**src/rtl/wb_port_arbiter_pkg.sv**
```systemverilog
// Shared register-file constants used by the write-back port arbiter.
package wb_port_arbiter_pkg;
  localparam int WORD_WIDTH     = 32;
  localparam int REG_FILE_DEPTH = 16;
  localparam int REG_ADDR_W     = $clog2(REG_FILE_DEPTH);
endpackage

```
**src/rtl/wb_late_fifo.sv**
```systemverilog
// Circular buffer for late write-back results with per-entry valid bits
// and a kill-by-destination port for younger pipeline writes.
module wb_late_fifo #(
  parameter int DEPTH = 2,
  parameter int DW    = 32,
  parameter int AW    = 4,
  localparam int PW   = $clog2(DEPTH),
  localparam int CW   = PW + 1
) (
  input  logic                      clk,
  input  logic                      rst,
  input  logic                      push,
  input  logic [AW-1:0]             push_dest,
  input  logic [DW-1:0]             push_value,
  input  logic                      pop,
  input  logic                      kill,
  input  logic [AW-1:0]             kill_dest,
  output logic                      head_valid,
  output logic [AW-1:0]             head_dest,
  output logic [DW-1:0]             head_value,
  output logic [PW-1:0]             rd_ptr,
  output logic [DEPTH-1:0]          ent_valid,
  output logic [DEPTH-1:0][AW-1:0]  ent_dest,
  output logic [CW-1:0]             count,
  output logic                      empty,
  output logic                      full
);
  logic [DEPTH-1:0][DW-1:0] val_q;
  logic [DEPTH-1:0][AW-1:0] dest_q;
  logic [DEPTH-1:0]         vld_q;
  logic [PW-1:0]            wr_q, rd_q;
  logic [CW-1:0]            cnt_q;

  always_ff @(posedge clk or negedge rst) begin
    if (!rst) begin
      val_q  <= '0;
      dest_q <= '0;
      vld_q  <= '0;
      wr_q   <= '0;
      rd_q   <= '0;
      cnt_q  <= '0;
    end else begin
      for (int i = 0; i < DEPTH; i++) begin
        if (kill && vld_q[i] && dest_q[i] == kill_dest) vld_q[i] <= 1'b0;
        if (pop && rd_q == PW'(i)) vld_q[i] <= 1'b0;
        // The push slot is never an occupied slot, so it cannot collide with kill/pop.
        if (push && wr_q == PW'(i)) begin
          vld_q[i]  <= 1'b1;
          dest_q[i] <= push_dest;
          val_q[i]  <= push_value;
        end
      end
      if (push) wr_q <= wr_q + 1'b1;
      if (pop)  rd_q <= rd_q + 1'b1;
      case ({push, pop})
        2'b10:   cnt_q <= cnt_q + 1'b1;
        2'b01:   cnt_q <= cnt_q - 1'b1;
        default: cnt_q <= cnt_q;
      endcase
    end
  end

  assign head_valid = vld_q[rd_q];
  assign head_dest  = dest_q[rd_q];
  assign head_value = val_q[rd_q];
  assign rd_ptr     = rd_q;
  assign ent_valid  = vld_q;
  assign ent_dest   = dest_q;
  assign count      = cnt_q;
  assign empty      = (cnt_q == '0);
  assign full       = (cnt_q == CW'(DEPTH));
endmodule

```
**src/rtl/wb_port_arbiter.sv**
```systemverilog
// Shares the register-file write port between pipeline WB (always wins) and
// buffered late results; reports pending destinations and requests stalls.
module wb_port_arbiter #(
  parameter int WORD_WIDTH   = wb_port_arbiter_pkg::WORD_WIDTH,
  parameter int REG_ADDR_W   = wb_port_arbiter_pkg::REG_ADDR_W,
  parameter int FIFO_DEPTH   = 2,
  parameter int STARVE_LIMIT = 4
) (
  input  logic                  clk,
  input  logic                  rst,
  input  logic                  pipe_wb_en,
  input  logic [REG_ADDR_W-1:0] pipe_wb_dest,
  input  logic [WORD_WIDTH-1:0] pipe_wb_value,
  input  logic                  late_valid,
  output logic                  late_ready,
  input  logic [REG_ADDR_W-1:0] late_dest,
  input  logic [WORD_WIDTH-1:0] late_value,
  input  logic [REG_ADDR_W-1:0] src1,
  input  logic [REG_ADDR_W-1:0] src2,
  output logic                  pend_hit1,
  output logic                  pend_hit2,
  output logic                  stall_req,
  output logic                  rf_we,
  output logic [REG_ADDR_W-1:0] rf_dest,
  output logic [WORD_WIDTH-1:0] rf_value
);
  localparam int PW = $clog2(FIFO_DEPTH);
  localparam int CW = PW + 1;
  localparam int SW = $clog2(STARVE_LIMIT + 1);
  localparam logic [CW-1:0] DEPTH_C = CW'(FIFO_DEPTH);
  localparam logic [SW-1:0] LIM     = SW'(STARVE_LIMIT);
  localparam logic [SW-1:0] LIM_M1  = SW'(STARVE_LIMIT - 1);

  logic                                 head_valid, fifo_empty, fifo_full;
  logic [REG_ADDR_W-1:0]                head_dest;
  logic [WORD_WIDTH-1:0]                head_value;
  logic [PW-1:0]                        rd_ptr;
  logic [FIFO_DEPTH-1:0]                ent_valid;
  logic [FIFO_DEPTH-1:0][REG_ADDR_W-1:0] ent_dest;
  logic [CW-1:0]                        fifo_count;
  logic                                 pop, bypass, push, late_kill;
  logic [SW-1:0]                        starve_cnt;

  // Head leaves in any idle slot; a killed head is simply discarded.
  assign pop       = !pipe_wb_en && !fifo_empty;
  assign bypass    = !pipe_wb_en && fifo_empty && late_valid;
  assign late_ready = (fifo_count < DEPTH_C) || bypass;
  assign late_kill = pipe_wb_en && (late_dest == pipe_wb_dest);
  assign push      = late_valid && late_ready && !bypass && !late_kill;

  wb_late_fifo #(.DEPTH(FIFO_DEPTH), .DW(WORD_WIDTH), .AW(REG_ADDR_W)) u_fifo (
    .clk, .rst,
    .push, .push_dest(late_dest), .push_value(late_value),
    .pop, .kill(pipe_wb_en), .kill_dest(pipe_wb_dest),
    .head_valid, .head_dest, .head_value, .rd_ptr,
    .ent_valid, .ent_dest,
    .count(fifo_count), .empty(fifo_empty), .full(fifo_full)
  );

  always_comb begin
    rf_we    = 1'b0;
    rf_dest  = pipe_wb_dest;
    rf_value = pipe_wb_value;
    if (pipe_wb_en) begin
      rf_we = 1'b1;
    end else if (pop) begin
      rf_we    = head_valid;
      rf_dest  = head_dest;
      rf_value = head_value;
    end else if (bypass) begin
      rf_we    = 1'b1;
      rf_dest  = late_dest;
      rf_value = late_value;
    end
    if (!rst) rf_we = 1'b0;
  end

  // The head being written this cycle no longer counts as pending.
  always_comb begin
    pend_hit1 = late_valid && (late_dest == src1);
    pend_hit2 = late_valid && (late_dest == src2);
    for (int i = 0; i < FIFO_DEPTH; i++) begin
      if (ent_valid[i] && !(pop && rd_ptr == PW'(i))) begin
        if (ent_dest[i] == src1) pend_hit1 = 1'b1;
        if (ent_dest[i] == src2) pend_hit2 = 1'b1;
      end
    end
  end

  always_ff @(posedge clk or negedge rst) begin
    if (!rst) begin
      starve_cnt <= '0;
      stall_req  <= 1'b0;
    end else begin
      if (!fifo_full)                          starve_cnt <= '0;
      else if (pipe_wb_en && starve_cnt != LIM) starve_cnt <= starve_cnt + 1'b1;
      stall_req <= fifo_full && (stall_req || (pipe_wb_en && starve_cnt == LIM_M1));
    end
  end
endmodule

```
**config.mk**
```make
export PLATFORM = sky130hd
export DESIGN_NAME = wb_port_arbiter
export DESIGN_NICKNAME = d
export VERILOG_FILES = /design/src/rtl/wb_port_arbiter_pkg.sv /design/src/rtl/wb_late_fifo.sv /design/src/rtl/wb_port_arbiter.sv
export SDC_FILE = /design/constraint.sdc
export NUM_CORES = 1
export LEC_CHECK = 0
export CAP_MARGIN = 20
export CORE_ASPECT_RATIO = 0.6
export CORE_MARGIN = 4
export CORE_UTILIZATION = 28
export DETAILED_ROUTE_END_ITERATION = 8
export GPL_ROUTABILITY_DRIVEN = 0
export GPL_TIMING_DRIVEN = 1
export PLACE_DENSITY_LB_ADDON = 0.05
export SLEW_MARGIN = 20
export SYNTH_ARGS = -nofsm -noshare
export SYNTH_HDL_FRONTEND = slang
export SYNTH_HIERARCHICAL = 1
export SYNTH_SLANG_ARGS = --single-unit
```
**constraint.sdc**
```tcl
create_clock -name clk -period 2.12 [get_ports clk]
set_input_delay 0.636 -clock clk [delete_from_list [all_inputs] [get_ports clk]]
set_output_delay 0.636 -clock clk [all_outputs]
set_load 0.005 [all_outputs]
```
==> metrics.txt, run 1 <==
Synth Area in XOR/XNOR 0.0706; Simple-Gate Fraction of Synth Area 0.0312; port buffer count 124; DRT antenna net count 0; clock slew at reported path FFs around 0.06 ns; LEAKAGE 0.00350 uW; Global Route met3 Usage 0.0437; worst-margin pin slew between 0.7 and 0.8 ns; Util after Layout 0.455; # nets final 734; Ys Warns 6; IO Pins roughly 130; multiplexer share of the synthesized area 0.237; Peak VDD IR slightly above 0.5 mV; H-tree levels 3; Crit path arrival time 1.73 ns; CTS tree built; Chip Width 184 um; syn_nets ~520; global routing met2 resource utilization 0.228; global routing's busiest layer met1; Syn Area/Cell ~12 um2; CTS sink count slightly above 80; outcome finished, violations left; Reg2Reg Depth 9; Placed Instances 853; gr ovfl total 0; via/cell ratio 4.80; post-synth design cell area 5210 um2; Die Area 20900 um2; CP Capture Type output port; largest family of logic cells by synthesized area multiplexers; Post-synth top cells mux2_2 (88), dfrtp_1 (82), o22ai_1 (42), a21oi_2 (30), o22ai_2 (30); drt drc 0; #FFs+latches synth slightly above 80; RSZ-0062 raised after global routing true; Synth area leaders dfrtp_1 (39%), mux2_2 (19%), o22ai_2 (7.2%); EDFF count, synth 0; dominant synthesized flop cell dfrtp_1; vias post-DR 4281; hold crit path type in2async; starting density of the core 0.287; gr usage total 0.163; reg2reg end u_fifo/val_q[38]; CORE AREA approximately 18000 um2; FF-to-FF Start u_fifo/count[1]; complex-gate fraction of the synthesized area 0.200; fin crit share 1.11; final hold vios 0; final worst path period need 2.36 ns; Avg WL per Cell 18.8 um; Relative slew margins 0.513; Crit Path Class reg2out; Max Clk Rate 0.423 GHz; cts hold-fix bufs 0; final slew viol count 0; FF-to-FF setup slack 0.11 ns; skew final 0.00623 ns; initial DRC count 169; Seq/Total Area, Yosys 0.394; total power 10700 uW; PwrDens approximately 1300 nW/um2; fin cells 891; Max-Cap Viols 0; Synth top area share 0.394; failing checks setup timing; initial antenna violation count 0; Finish-stage setup viols 39; vias in the first global route 4602; crit start category register; worst skew pair latency 0.34 ns; leading area contributor after synthesis dfrtp_1; DP Wirelength about 12 mm; GR Layer Usage met1 0.249; layout cells sized above 1 0.565; most common cell in the netlist mux2_2; ys async rst share 1.00; fin worst setup slack -0.242 ns; fraction of the mapped netlist area in adder cells 0.00960; Clock Tree Buf Depth 2; synth unique cells 38; drt first pass iters 4; final wirelength 16.7 mm; largest net degree at the start of global routing between 50 and 60; Die H 114 um; Critical Path RT 1.48 ns; critical path peak fanout 3; first-pass GRT wire length about 26 mm; filler cell count 1681; clk root buf clkbuf_16; Syn-to-layout area delta 58.6%; cts bufs inserted 9; Hold WS 0.345 ns; Rows 38; post-synthesis instance total 431; Ant. Diodes 0
-- how the worst max path moves through the flow --
stage                        startpoint               end  slack, ns  cells after the start
final                     u_fifo/rd_ptr        rf_dest[1]      -0.24                      7
after global routing      u_fifo/rd_ptr        rf_dest[2]      -0.29                      7
after CTS                 u_fifo/rd_ptr        rf_dest[2]      -0.24                      7
after detailed placement     pipe_wb_en        rf_dest[0]      -0.89                      6
after global placement       pipe_wb_en         pend_hit2      -0.90                      8
after floorplan              late_valid  u_fifo/val_q[16]       0.02                      8
-- critical path: stages, from the launching register on --
cell,delay [ns]
dfrtp_2,0.43
buf_6,0.13
buf_6,0.11
buf_6,0.12
mux2_4,0.31
o22ai_4,0.10
a21oi_2,0.05
buf_2,0.14
-- stage by stage --
stage / cell area [um2] / TNS [ns] / setup WS (ns)
final: 8270 / -7.43 / -0.242
after floorplan: 5230 / 0 / 0.0196
after global routing: 8270 / -9.53 / -0.292
after global placement: 7320 / -85.80 / -0.901
after CTS: 8170 / -7.65 / -0.236
after detailed placement: 7320 / -83.11 / -0.895
-- layer usage --
| layer | share of wire | vias to the layer above | wire (um) |
|---|---|---|---|
| li1 | - | 2055 | - |
| met1 | 0.53 | 2096 | 8790 |
| met2 | 0.41 | 114 | 6810 |
| met3 | 0.054 | 16 | 897 |
| met4 | 0.014 | 0 | 239 |
| met5 | 0 | - | 0 |
-- cells by family (layout without fill, tap and decap cells) --
| group | after synthesis | count (layout) |
|---|---|---|
| and+or+nand+nor | 28 | 28 |
| adders and majority gates | 4 | 4 |
| xor gates and xnor gates | 42 | 42 |
| muxes | 110 | 110 |
| DFF | 82 | 82 |
| AOI/OAI and AO/OA | 125 | 125 |
| buffers and inverters | 40 | 260 |
-- cells in the final DEF, fill, tap and decap left out, types with 5 or more instances in the layout --
master and instances:
buf_16 6, mux2_2 55, xor2_1 23, a21oi_2 31, clkdlybuf4s50_1 65, mux2_1 20, o22ai_1 26, mux2_4 34
dlygate4sd2_1 5, dfrtp_1 81, o22ai_4 7, buf_6 17, a21oi_1 9, inv_1 5, buf_2 43, buf_12 18
o22ai_2 39, xnor2_1 11, clkbuf_16 9, buf_4 73
-- flip-flops by register name (all words and copies together), names as in the netlist --
name / cells
u_fifo/wr_q: 1
stall_req: 1
u_fifo/count: 2
u_fifo/ent_dest: 8
u_fifo/ent_valid: 2
u_fifo/val_q: 64
starve_cnt: 3
u_fifo/rd_ptr: 1
-- report_power, final --
group,switching [uW],internal (uW)
clock network,649,1040
logic,2530,3570
registers,527,2350
-- area by class of cell --
cell class,instances,area (um2),area share
multi-input cells,309,3300,0.400
repair buffers,236,2250,0.272
flip-flops and latches,82,2050,0.248
well taps,240,300,0.0363
clock buffers,10,229,0.0277
clock inverters,6,91.3,0.0110
inverters,8,37.5,0.00454
-- what timing repair did --
| item | CTS | global route |
|---|---|---|
| buffers inserted | 13 | 3 |
| pin swaps | 46 | 10 |
| resized for setup | 282 | 33 |
| cloned | 7 | 0 |
| endpoints found under the setup margin | 116 | 114 |
(Power assumes the default switching activity.)
==> run 2, diff against run 1 <==
Settings changed: CAP_MARGIN 20 to not set.
Clock period 2.12 ns to 2.1 ns, I/O delays scaled along.
==> run 2 against run 1 <==
Net effect:
- the run still ends with setup timing left
- combinational power rose by 14%
- first-iteration DRC count fell by 13%
- sequential power rose by 3%
- clock skew rose by 0.00072 ns
- count of clock-buffer cells in the layout rose by 1
- die area did not move
- flip-flop and latch count did not move
- non-clock buffer count rose by 21
- largest cell class unchanged
==> metrics.txt, run 2 (synthesis results as in run 1) <==
Internal 7410 uW; Crit path largest cell delay 0.42 ns; placed cell areas 7350 um2; PwrDens ~1300 nW/um2; vias post-DR between 4k and 5k; # nets final 755; Die Area 20900 um2; layout cells sized above 1 0.635; LEAKAGE 0.00381 uW; first-pass GRT wire length 26.9 mm; Clock power frac 0.128; FF-to-FF setup slack -0.06 ns; drt first pass iters 4; commonest non-fill, non-tap cell in the layout dfrtp_1; net switching fraction of the power 0.347; skew final 0.00695 ns; CORE AREA 18200 um2; Crit Path Class reg2out; Flop pwr share 0.261; fin crit share 1.11; hold crit path type in2async; total negative slack -7.20 ns; Clock Tree Buf Depth 2; cts bufs inserted 9; fin area 8690 um2; Placed Instances 857; Relative slew margins 0.511; starting density of the core 0.287; largest net degree at the start of global routing 55; reg2reg end u_fifo/val_q[37]; gr usage total 0.164; H-tree levels 3; clock slew at reported path FFs 0.06 ns; initial DRC count 147; most frequent cells in the layout dfrtp_1 (78), buf_4 (77), mux2_4 (73); fin cells 912; max FFs per register 64; Peak VDD IR 0.707 mV; initial antenna violation count 0; Die H 114 um; Max Clk Rate 0.429 GHz; worst setup path start u_fifo/rd_ptr; final slew viol count 0; Critical Path RT 1.47 ns; Max stage delay cell, worst path dfrtp_2; Sw Pwr 3940 uW; critical path peak fanout 5; port buffer count 124; Util after Layout 0.479; Max-Cap Viols 0; CP Cell Sequence buf_12, buf_6, mux2_2, mux2i_1, a21boi_1, buf_2; clk root buf clkbuf_16; Crit path arrival time 1.70 ns; combinational power share 0.611; worst skew pair latency 0.34 ns; drt drc 0; IO Pins 125; RSZ-0062 raised after global routing true; Avg WL per Cell 19.5 um; largest reg by FF count u_fifo/val_q; final hold vios 0; final wirelength 17.8 mm; Ant. Diodes 0; worst-margin pin slew 0.734 ns; DRT antenna net count 0; FF-to-FF Start u_fifo/count[0]; Rows 38; CP Capture Type output port; crit start category register; Finish-stage setup viols 67; outcome finished, violations left; via/cell ratio 4.78; Reg2Reg Depth 12; final worst path period need 2.33 ns; CTS tree built; DP Wirelength 12.0 mm; Chip Width 184 um; CTS sink count 82; Syn-to-layout area delta 66.7%; gr ovfl total 0; failing checks setup timing; fin worst setup slack -0.231 ns; vias in the first global route 4707
[run 2: cell types whose count changed in the layout (fill, tap and decap cells not counted), moves of 4 or more]
cell and change:
a21oi_1 -4, a21oi_2 +4, buf_2 +5, buf_4 +4, buf_6 +8, buf_8 +6, mux2_1 -20, mux2_2 -19
mux2_4 +39
[run 2: how the worst max path moves through the flow]
stage	end	slack [ns]	cells past startpoint
after global placement	rf_value[31]	-0.90	7
after CTS	rf_value[21]	-0.29	7
after global routing	rf_we	-0.31	6
final	rf_we	-0.23	6
after floorplan	u_fifo/val_q[16]	0.006	8
after detailed placement	rf_value[19]	-0.91	6
[run 2: layout make-up]
cell class                      instances  area, um2
Fill cell                            1654       9470
Sequential cell                        82       2060
Clock buffer                           11        243
Timing Repair Buffer                  257       2510
Inverter                                8       40.0
Clock inverter                          5       30.0
Tap cell                              240        300
Multi-Input combinational cell        309       3510
[run 2: power by group through the flow]
stage	Sequential, uW	Clock [uW]	Combinational, uW
global route	3060	1560	7400
global placement	2850	0	5210
detailed placement	2910	0	5240
CTS	2910	1510	6230
finish	2960	1450	6940
floorplan	2750	0	3240
[run 2: routing by layer]
layer	global-route usage	wire length (um)	vias to the layer above
met4	0.0261	149	0
met5	0	0	-
met2	0.241	7400	111
met3	0.0351	826	13
met1	0.253	9400	2149
li1	-	-	2087
[run 2: critical path: cells and delay by family, from the launching register on]
family,cells,cell delay [ns]
flops,1,0.42
buf+inv,3,0.38
mux,2,0.47
compound gates,1,0.10
[run 2: timing repair]
item	in CTS	in global routing
buffers inserted	27	5
pin swaps	53	18
gates cloned	8	4
endpoints found under the setup margin	116	93
gates resized for setup	307	102
hold buffers	0	0
[run 2: through the flow]
| step | worst slack (ns) | power, uW | hold slack [ns] |
|---|---|---|---|
| 2_1_floorplan | 0.00558 | 5980 | 0.334 |
| 3_3_place_gp | -0.903 | 8060 | 0.463 |
| 3_5_place_dp | -0.912 | 8150 | 0.475 |
| 4_1_cts | -0.294 | 10600 | 0.360 |
| 5_1_grt | -0.306 | 12000 | 0.376 |
| 6_report | -0.231 | 11400 | 0.343 |
==> run 3, diff against run 2 <==
Settings changed: CORE_UTILIZATION 28 to 30.
==> run 3 against run 2 <==
Net effect:
- the run still ends with setup timing left
- critical path depth unchanged
- count of clock-buffer cells in the layout decreased by 1
- core utilization shrank 0.76 points
- register-to-register slack better by 0.13 ns
- non-clock buffer count fell by 26
- first-iteration DRC count is 10% higher
- routed wire length is 6.8% lower
- flip-flop and latch count stayed put
- power shrank 7.5%
==> metrics.txt, run 3 (synthesis results as in run 1) <==
outcome finished, violations left; failing checks setup timing; gr usage total 0.172; critical path peak fanout 7; final slew viol count 0; Buf+Inv Stages, Crit Path 3; max FFs per register 64; via/cell ratio slightly below 5; # nets final 729; Relative slew margins 0.589; most frequent cells in the layout dfrtp_1 (80), mux2_2 (70), buf_4 (68); starting density of the core 0.305; filler cell count 1560; total negative slack -6.98 ns; cts hold-fix bufs 0; Clock Tree Buf Depth 2; Max-Cap Viols 0; drt drc 0; register area 2050 um2; clk root buf clkbuf_16; cts bufs inserted 9; Util after Layout 0.471; Max Clk Rate 0.432 GHz; Finish-stage setup viols 39; FF-to-FF Start u_fifo/count[0]; Crit Path Class reg2out; final hold vios 0; skew final 0.00640 ns; Crit path largest cell delay 0.45 ns; Die H 110 um; CORE AREA approximately 17000 um2; H-tree levels 3; RSZ-0062 raised after global routing true; layout cells sized above 1 0.556; initial DRC count roughly 160; CP Capture Type output port; port buffer count ~120; largest net degree at the start of global routing 46; IO Pins 125; gr ovfl total 0; DRT antenna net count 0; CTS sink count 82; Crit path arrival time 1.68 ns; fin cells a little under 900; Max stage delay cell, worst path dfrtp_2; Chip Width between 150 and 200 um; DP Wirelength 11.4 mm; Syn-to-layout area delta 54.3%; Rows 37; Reg2Reg Depth 10; placed cell areas 7220 um2; area of the multi-input gates 3140 um2; commonest non-fill, non-tap cell in the layout dfrtp_1; Critical Path RT 1.47 ns; fin worst setup slack -0.214 ns; hold crit path type in2async; final wirelength 16.6 mm; CP Cell Sequence buf_6, buf_12, mux2_4, o22ai_4, a21oi_2, buf_2; fin crit share 1.10; worst skew pair latency between 0.3 and 0.4 ns; initial antenna violation count 1; Die Area about 20000 um2; Hold WS between 0.3 and 0.4 ns; fin area about 8000 um2; family with the most delay on the worst path flip-flops; FF-to-FF setup slack 0.07 ns; Avg WL per Cell 18.8 um; reg2reg end u_fifo/val_q[61]; final worst path period need 2.31 ns; CTS tree built; vias post-DR 4260; first-pass GRT wire length roughly 26 mm; Peak VDD IR 0.552 mV; Placed Instances 837; PwrDens 1310 nW/um2; clock slew at reported path FFs 0.07 ns; drt first pass iters 4; worst-margin pin slew 0.616 ns; largest reg by FF count u_fifo/val_q; crit start category register; LEAKAGE around 0.0034 uW; vias in the first global route 4574
[run 3: cell count changes in the layout (fill, tap and decap cells not counted), moves of 6 or more]
cell and delta:
mux2_2 +34, buf_4 -9, o22ai_1 +9, mux2_4 -49
clkbuf_2 +6, mux2_1 +15, buf_6 -14
[run 3: area by class of cell]
cell class                 instances  share of cell area
clock buffer                      10              0.0285
tap                              234              0.0364
antenna                            2            0.000622
sequential                        82               0.255
inverter                           8             0.00467
timing repair buffer             231               0.273
clock inverter                     6              0.0112
multi-input combinational        309               0.390
[run 3: worst max-delay path by stage]
| stage | from | endpoint | slack (ns) | cells after the start |
|---|---|---|---|---|
| 2_1_floorplan | late_valid | u_fifo/val_q[16] | 0.006 | 8 |
| 3_3_place_gp | pipe_wb_en | pend_hit2 | -0.94 | 8 |
| 3_5_place_dp | pipe_wb_en | pend_hit2 | -0.97 | 8 |
| 4_1_cts | u_fifo/rd_ptr | rf_value[12] | -0.31 | 7 |
| 5_1_grt | u_fifo/rd_ptr | rf_value[31] | -0.28 | 6 |
| 6_report | u_fifo/rd_ptr | rf_value[24] | -0.21 | 6 |
[run 3: report_power, final]
| part | switching, uW | leakage (uW) | internal, uW | total [uW] |
|---|---|---|---|---|
| Sequential | 538 | 0.000979 | 2370 | 2910 |
| Clock | 672 | 0.000153 | 1050 | 1720 |
| Combinational | 2440 | 0.00228 | 3440 | 5870 |
[run 3: repair_timing]
item / CTS / global route
resized for setup: 244 / 60
pin swaps: 44 / 19
gates cloned: 8 / 0
setup buffers: 22 / 1
setup endpoints to repair: 116 / 100
[run 3: metrics by stage]
stage / setup slack, ns / power [uW]
after global placement: -0.936 / 7930
final: -0.214 / 10500
after global routing: -0.284 / 11100
after CTS: -0.314 / 10500
after detailed placement: -0.974 / 8040
after floorplan: 0.00558 / 5980
[run 3: routing by layer]
layer | vias to the layer above | part of all wire | track usage
li1 | 2044 | - | -
met1 | 2123 | 0.51 | 0.254
met2 | 83 | 0.44 | 0.261
met3 | 10 | 0.039 | 0.0337
met4 | 0 | 0.0078 | 0.0339
met5 | - | 0 | 0
